===== src/rtl/branch_predict_resolve.sv =====
// Execute-stage branch resolution with a bimodal 2-bit BHT and saturating branch/mispredict counters.
// Resolve outputs and BHT read are combinational; BHT/counter updates land on the next clk edge; never stalls.
module branch_predict_resolve #(
  parameter int XLEN        = 32,
  parameter int BHT_ENTRIES = 64,
  parameter int CNT_W       = 16
) (
  input  logic             clk,
  input  logic             rst_n,
  input  logic [XLEN-1:0]  pc_f,
  output logic             pred_taken_f,
  input  logic             valid_e,
  input  logic             kill_e,
  input  logic             branch_e,
  input  logic [2:0]       funct3_e,
  input  logic [XLEN-1:0]  rs1_e,
  input  logic [XLEN-1:0]  rs2_e,
  input  logic [XLEN-1:0]  pc_e,
  input  logic             pred_taken_e,
  output logic             pcsrc_e,
  output logic             mispredict_e,
  output logic             illegal_br_e,
  output logic [CNT_W-1:0] br_count,
  output logic [CNT_W-1:0] mis_count
);

  localparam int IDX_W = $clog2(BHT_ENTRIES);

  logic [1:0]       bht [BHT_ENTRIES];
  logic [IDX_W-1:0] idx_f;
  logic [IDX_W-1:0] idx_e;
  logic             cond;
  logic             rsv;
  logic             br_live;
  logic             act;

  assign idx_f = pc_f[IDX_W+1:2];
  assign idx_e = pc_e[IDX_W+1:2];

  // Word-offset bits and PC bits above the index never affect the table.
  logic unused_pc;
  assign unused_pc = ^{pc_f[XLEN-1:IDX_W+2], pc_f[1:0], pc_e[XLEN-1:IDX_W+2], pc_e[1:0]};

  always_comb begin
    cond = 1'b0;
    rsv  = 1'b0;
    case (funct3_e)
      3'b000:  cond = (rs1_e == rs2_e);
      3'b001:  cond = (rs1_e != rs2_e);
      3'b100:  cond = ($signed(rs1_e) <  $signed(rs2_e));
      3'b101:  cond = ($signed(rs1_e) >= $signed(rs2_e));
      3'b110:  cond = (rs1_e <  rs2_e);
      3'b111:  cond = (rs1_e >= rs2_e);
      default: rsv  = 1'b1;
    endcase
  end

  assign br_live      = valid_e & branch_e & ~kill_e;
  assign act          = br_live & ~rsv;
  assign illegal_br_e = br_live & rsv;
  assign pcsrc_e      = act & cond;
  assign mispredict_e = act & (cond ^ pred_taken_e);
  assign pred_taken_f = bht[idx_f][1];

  always_ff @(posedge clk or negedge rst_n) begin
    if (!rst_n) begin
      for (int i = 0; i < BHT_ENTRIES; i++) bht[i] <= 2'b01;
    end else if (act) begin
      if (cond && bht[idx_e] != 2'b11)
        bht[idx_e] <= bht[idx_e] + 2'b01;
      else if (!cond && bht[idx_e] != 2'b00)
        bht[idx_e] <= bht[idx_e] - 2'b01;
    end
  end

  // Statistics stick at all-ones rather than wrapping.
  always_ff @(posedge clk or negedge rst_n) begin
    if (!rst_n) begin
      br_count  <= '0;
      mis_count <= '0;
    end else begin
      if (act && br_count != '1)
        br_count <= br_count + 1'b1;
      if (mispredict_e && mis_count != '1)
        mis_count <= mis_count + 1'b1;
    end
  end

endmodule


===== config.mk =====
export PLATFORM = sky130hd
export DESIGN_NAME = branch_predict_resolve
export DESIGN_NICKNAME = d
export VERILOG_FILES = /design/src/rtl/branch_predict_resolve.sv
export SDC_FILE = /design/constraint.sdc
export NUM_CORES = 1
export LEC_CHECK = 0
export CAP_MARGIN = 10
export CORE_ASPECT_RATIO = 1.75
export CORE_MARGIN = 3
export CORE_UTILIZATION = 48
export CTS_BUF_LIST = sky130_fd_sc_hd__clkbuf_16
export DETAILED_ROUTE_END_ITERATION = 8
export PLACE_DENSITY = 0.77
export SYNTH_ARGS = -nofsm -noshare
export SYNTH_HDL_FRONTEND = slang
export SYNTH_SLANG_ARGS = --single-unit
export TNS_END_PERCENT = 10

===== constraint.sdc =====
create_clock -name clk -period 5.5 [get_ports clk]
set_input_delay 1.65 -clock clk [delete_from_list [all_inputs] [get_ports clk]]
set_output_delay 1.65 -clock clk [all_outputs]
set_load 0.01 [all_outputs]

* Word-level counts from Yosys, hierarchy flattened
Cells that the tools add are included.
** Storage, ports and cells
- Register bits after elaboration :: 160
- Output and inout port bits :: 36
- Logic and storage cells :: 122
** Cells by class
- Add/sub/neg operators :: 4
- $lt $le $gt $ge :: 7
- Equal/unequal tests :: 10
- Muxes and demuxes :: 14
- Bitwise logic cells :: 10
- Reduce and logical (&&, ||, !) cells :: 11
** Operators by type and width (number)
- bitwise mux 128 bit :: 2
- 2-to-1 mux 128 bit :: 2
- greater-or-equal comparator 32 bit :: 2
- less-than comparator 32 bit :: 2
- adder 16 x 1 -> 16 bit (second input constant) :: 2
- equality test 32 bit :: 1
- != test 16 bit (second input constant) :: 2
- != test 32 bit :: 1
- binary-select mux 2 bit (select 6 bit) :: 2
- greater-or-equal comparator 7 bit (second input constant) :: 2
- inverter 6 -> 7 bit :: 2
- demux 2 bit (select 6 bit) :: 1
- equality test 3 bit (second input constant) :: 4
- 2-to-1 mux 2 bit :: 5
- less-than comparator 7 x 1 -> 1 bit (second input constant) :: 1
- bitwise AND 1 bit :: 6
- one-hot mux 1 bit (6 select lines) :: 1
- OR reduction 6 bit :: 1
- logical AND 1 bit :: 5
- nonzero test 2 bit :: 2
- equality test 3 x 1 -> 1 bit (second input constant) :: 1
- zero test 3 bit :: 1
- adder 2 x 1 -> 2 bit (second input constant) :: 1
- != test 2 bit (second input constant) :: 1
- other kinds (6) :: 6

* Longest topological paths before layout
- Depth in word-level cells :: 8
- Gate-level depth with buffers :: 20
- Depth with buffers taken out :: 15

* Worst setup path before layout
No wires, ideal clock.
- Kind :: input to output
- Start point :: input pc_f[2]
- End point :: output pred_taken_f
- Arrival time :: 4.090 ns
- Slack :: -0.240 ns
- Stages on the path :: 5
- Cells stage by stage :: clkbuf_1 > buf_1 > mux4_2 > mux4_2 > mux4_2
** On the way
- Cells in the longest elaborated chain, start to end :: 4
** RTL lines
- start, declared :: line 10 : input logic [XLEN-1:0] pc_f,
- inverter 6 -> 7 bit (not written as such) :: line 63 : assign pred_taken_f = bht[idx_f][1];
- binary-select mux 2 bit (select 6 bit) :: line 63
- 2-to-1 mux 2 bit (not written as such) (2 in series) :: line 63
- end, declared :: line 11 : output logic pred_taken_f,
No other way between the ends. The select of a mux whose other input is x is not followed.

* Final worst setup path
- Start point :: input rs1_e[7]
- End point :: output mispredict_e
** On the way
- Cells in the longest elaborated chain, start to end :: 4
- Elaborated cells on any way between the ends :: 9
- Those cells by class :: 4 x order compare; 2 x eq/ne; 1 x mux; 2 x bitwise
** RTL lines
- start, declared :: line 16 : input logic [XLEN-1:0] rs1_e,
- greater-or-equal comparator 32 bit (tied with other cells) :: line 53 : 3'b111: cond = (rs1_e >= rs2_e);
- one-hot mux 1 bit (6 select lines) (*) :: line 47 : case (funct3_e)
- bitwise XOR 1 bit (*) :: line 62 : assign mispredict_e = act & (cond ^ pred_taken_e);
- bitwise AND 1 bit (*) :: line 62
- end, declared :: line 21 : output logic mispredict_e,
Mark *: on every way between the ends. The rest lies on a longest branch, timed or not.

==> results by group <==
Run status
  – Status: finished with violations
  – Failing checks: setup timing

Global route
  – Met1 Use GR: 0.291
  – Total grt overflow: 0
  – Met2 Usage GRT: 0.475
  – First-pass GRT wire length: 45100 um
  – Largest net degree at the start of global routing: 114
  – GR Util All Layers: 0.268
  – Global Route met3 Usage: 0.0546
  – Initial antenna violation count: 0
  – Vias in the first global route: 8501
  – Busiest layer in global routing: met2

Cells and area
  – Final #Nets: 1203
  – Post-route cell area: 0.0127 mm^2
  – Antenna diode count: 0
  – Share of layout cells above drive strength 1: 0.485
  – Final core utilization: 0.660
  – Area Overhead vs Synth: 33.7%

Critical path
  – Slowest cell on crit path: a2111o_1
  – Critical Path Max Stage Delay: 440 ps
  – CP Data Required Time: 3850 ps
  – Kind of critical path: input port to primary output
  – Worst setup SP type: input port
  – Cell breakdown of the critical path: clkdlybuf4s15_2 > ha_4 > nand4_1 > buf_4 > a2111o_1 > a31oi_4 > nor3_1 > nor3_4 > nand2_2 > xor2_2 > nor2_1 > buf_2
  – Worst path arrival time: 3870 ps
  – CP Max Fanout: 2
  – CP Capture Type: primary output

Route
  – Via count: 7904
  – Via-to-Cell Ratio: 6.16
  – Post-route ant nets: 0
  – Starting DRC count in detailed routing: 510
  – DRC viols: 0
  – Drt first pass iters: 5
  – Routed length per instance: 22.0 um
  – Total Wirelength: 28300 um

Die
  – Die width: 112 um
  – Core Rows: 67
  – Ports: 173
  – Total die area: 0.0216 mm^2
  – Die H: 192 um
  – Core area: 0.0193 mm^2
  – Starting density of the core: 0.494

Placement
  – Pre-CTS setup slack: -877 ps
  – Placed Area: 0.0116 mm^2
  – Hpwl dp: 19700 um
  – GPL Wtd Cong: 0.990
  – Port-buffer cells: 120

Logic synthesis
  – Syn nets: 1009
  – Mean area per synthesized cell: 11.4 um^2
  – Synthesized instance count: 836
  – Mapped cell area: 0.00952 mm^2
  – Synth warn: 0
  – #FFs+latches synth: 160
  – Netlist cell types: 63
  – Share of the yosys chip area belonging to registers: 0.429
  – Post-synth EDFFs: 0
  – Top_reg_cell synth: dfrtp_1
  – Post-synth ARST share: 1.00

Timing
  – Hold_ws: 486 ps
  – Worst setup margin: -23.5 ps
  – Pins Over Slew Limit: 0
  – Post-route clock period utilization: 1.00
  – Setup violators final: 1
  – Clk_skew: 7.36 ps
  – Final Hold Viols: 0
  – RSZ-0062 raised after global routing: true
  – Fin crit period: 5520 ps
  – Worst-margin pin slew: 1060 ps
  – Max-slew headroom: 0.293
  – Fmax achieved: 181 MHz

Pwr
  – Flop pwr share: 0.414
  – Pint: 2.29 mW
  – Cell area power density: 253 mW/mm^2
  – Sw Share: 0.291
  – Clock power frac: 0.363
  – Switching power total: 0.939 mW
  – Combinational power share: 0.223
  – Leak Pwr: 5.58 nW
  – Worst vdd ir: 0.189 mV
  – Power, Total: 3.23 mW

Clock tree
  – CTS tree: done
  – H-tree levels: 4
  – Total CTS buffers: 17
  – Clock-pin slew on the worst setup and hold paths: 60 ps
  – CTS Hold Buffers Added: 0
  – Clock Latency Late Sink: 430 ps
  – Root buffer cell: clkbuf_16
  – CTS Sinks: 160
  – Maximum root-to-sink buffer count: 2

Worst hold path
  – Worst hold path class: register to register

Run
  – Max_cap viols: 0
final cells by class:
class                      count  area (um^2)
fill                        1444         6550
inverter                      40          153
timing repair buffer         227         2030
clock buffer                  17          425
multi-input combinational    584         5580
clock inverter                15          156
sequential                   160         4080
tap                          241          302
routing by layer:
metal	part of all wire	wire length, um	vias to the layer above
met5	0	0	-
met1	0.34	9650	3855
met3	0.067	1890	142
met2	0.52	14700	411
li1	-	-	3496
met4	0.072	2040	0
stage by stage:
step,std cells,TNS (ps)
after floorplan,836,-88.1
after global placement,1235,-2490
final,1284,-23.5
after detailed placement,1235,-3370
after CTS,1280,-5.61
after global routing,1284,-296
worst max-delay path, delay by kind of cell:
kind,cells,cell delay (ps)
xor+xnor,1,160
simple gates,5,630
buf+inv,3,510
compound gates,2,660
fa+ha+maj,1,270
placed cells by master, fill, tap and decap left out, types with 14 or more instances in the layout:
| master | synthesis | final |
|---|---|---|
| nor2_1 | 36 | 36 |
| nor3_1 | 36 | 34 |
| dfstp_2 | 64 | 64 |
| ha_4 | 0 | 28 |
| clkbuf_16 | 0 | 17 |
| nand2_1 | 39 | 36 |
| o21ai_0 | 15 | 14 |
| buf_6 | 5 | 16 |
| nand3_1 | 37 | 36 |
| mux2_2 | 135 | 135 |
| buf_4 | 1 | 92 |
| mux4_2 | 25 | 25 |
| mux2i_1 | 14 | 14 |
| inv_2 | 0 | 26 |
| buf_2 | 8 | 29 |
| a21oi_1 | 20 | 18 |
| xor2_1 | 18 | 17 |
| clkdlybuf4s50_1 | 0 | 50 |
| nand4_1 | 19 | 19 |
| dfrtp_1 | 96 | 96 |
power by group through the flow:
stage / Sequential [mW] / Combinational [mW] / Clock [mW]
after CTS: 1.34 / 0.700 / 1.19
final: 1.34 / 0.720 / 1.17
after detailed placement: 1.35 / 0.655 / 0
after floorplan: 1.35 / 0.313 / 0
after global placement: 1.35 / 0.643 / 0
after global routing: 1.35 / 0.779 / 1.24
synth_stat cells (13+ instances only):
cell        n  area (um^2)
dfstp_2    64         1680
ha_1       36          450
o21ai_0    15         75.1
mux2_2    135         1520
nor2_1     36          135
nor3_1     36          180
a21oi_1    20          100
xnor2_1    13          114
nand4_1    19          119
inv_1      40          150
clkbuf_1   32          120
o22ai_1    13         81.3
nand3_1    37          185
dfrtp_1    96         2400
nand2_1    39          146
mux4_2     25          563
xor2_1     18          158
mux2i_1    14          140
repair_timing:
action,CTS,global route
hold endpoints to repair,0,0
setup endpoints to repair,3,8
gates resized for setup,280,25
setup buffers,12,4
pin swaps,54,26
gates cloned,2,0
final timing paths:
| kind | cells after the start | slack, ps | start | endpoint |
|---|---|---|---|---|
| worst max register to register | 16 | 1870 | bht[53] | bht[67] |
| worst max-delay path | 12 | -20 | rs1_e[7] | mispredict_e |
| worst min register to register | 1 | 490 | mis_count[10] | mis_count[10] |
| worst min-delay path | 1 | 490 | mis_count[10] | mis_count[10] |
| max in group asynchronous | 2 | 3100 | rst_n | asynchronous set/reset pin |
| min in group asynchronous | 1 | 1340 | rst_n | bht[81] |
kinds of logic after synthesis:
kind of cell / Yosys count / share of synthesized area
XOR/XNOR: 31 / 0.0285
AND/OR/NAND/NOR: 233 / 0.135
AO/OA/AOI/OAI: 104 / 0.0779
buffers and inverters: 92 / 0.0417
multiplexers: 180 / 0.241
adder cells (fa/ha/maj): 36 / 0.0473
flip-flops: 160 / 0.429
Power figures use the tool's default switching activity.
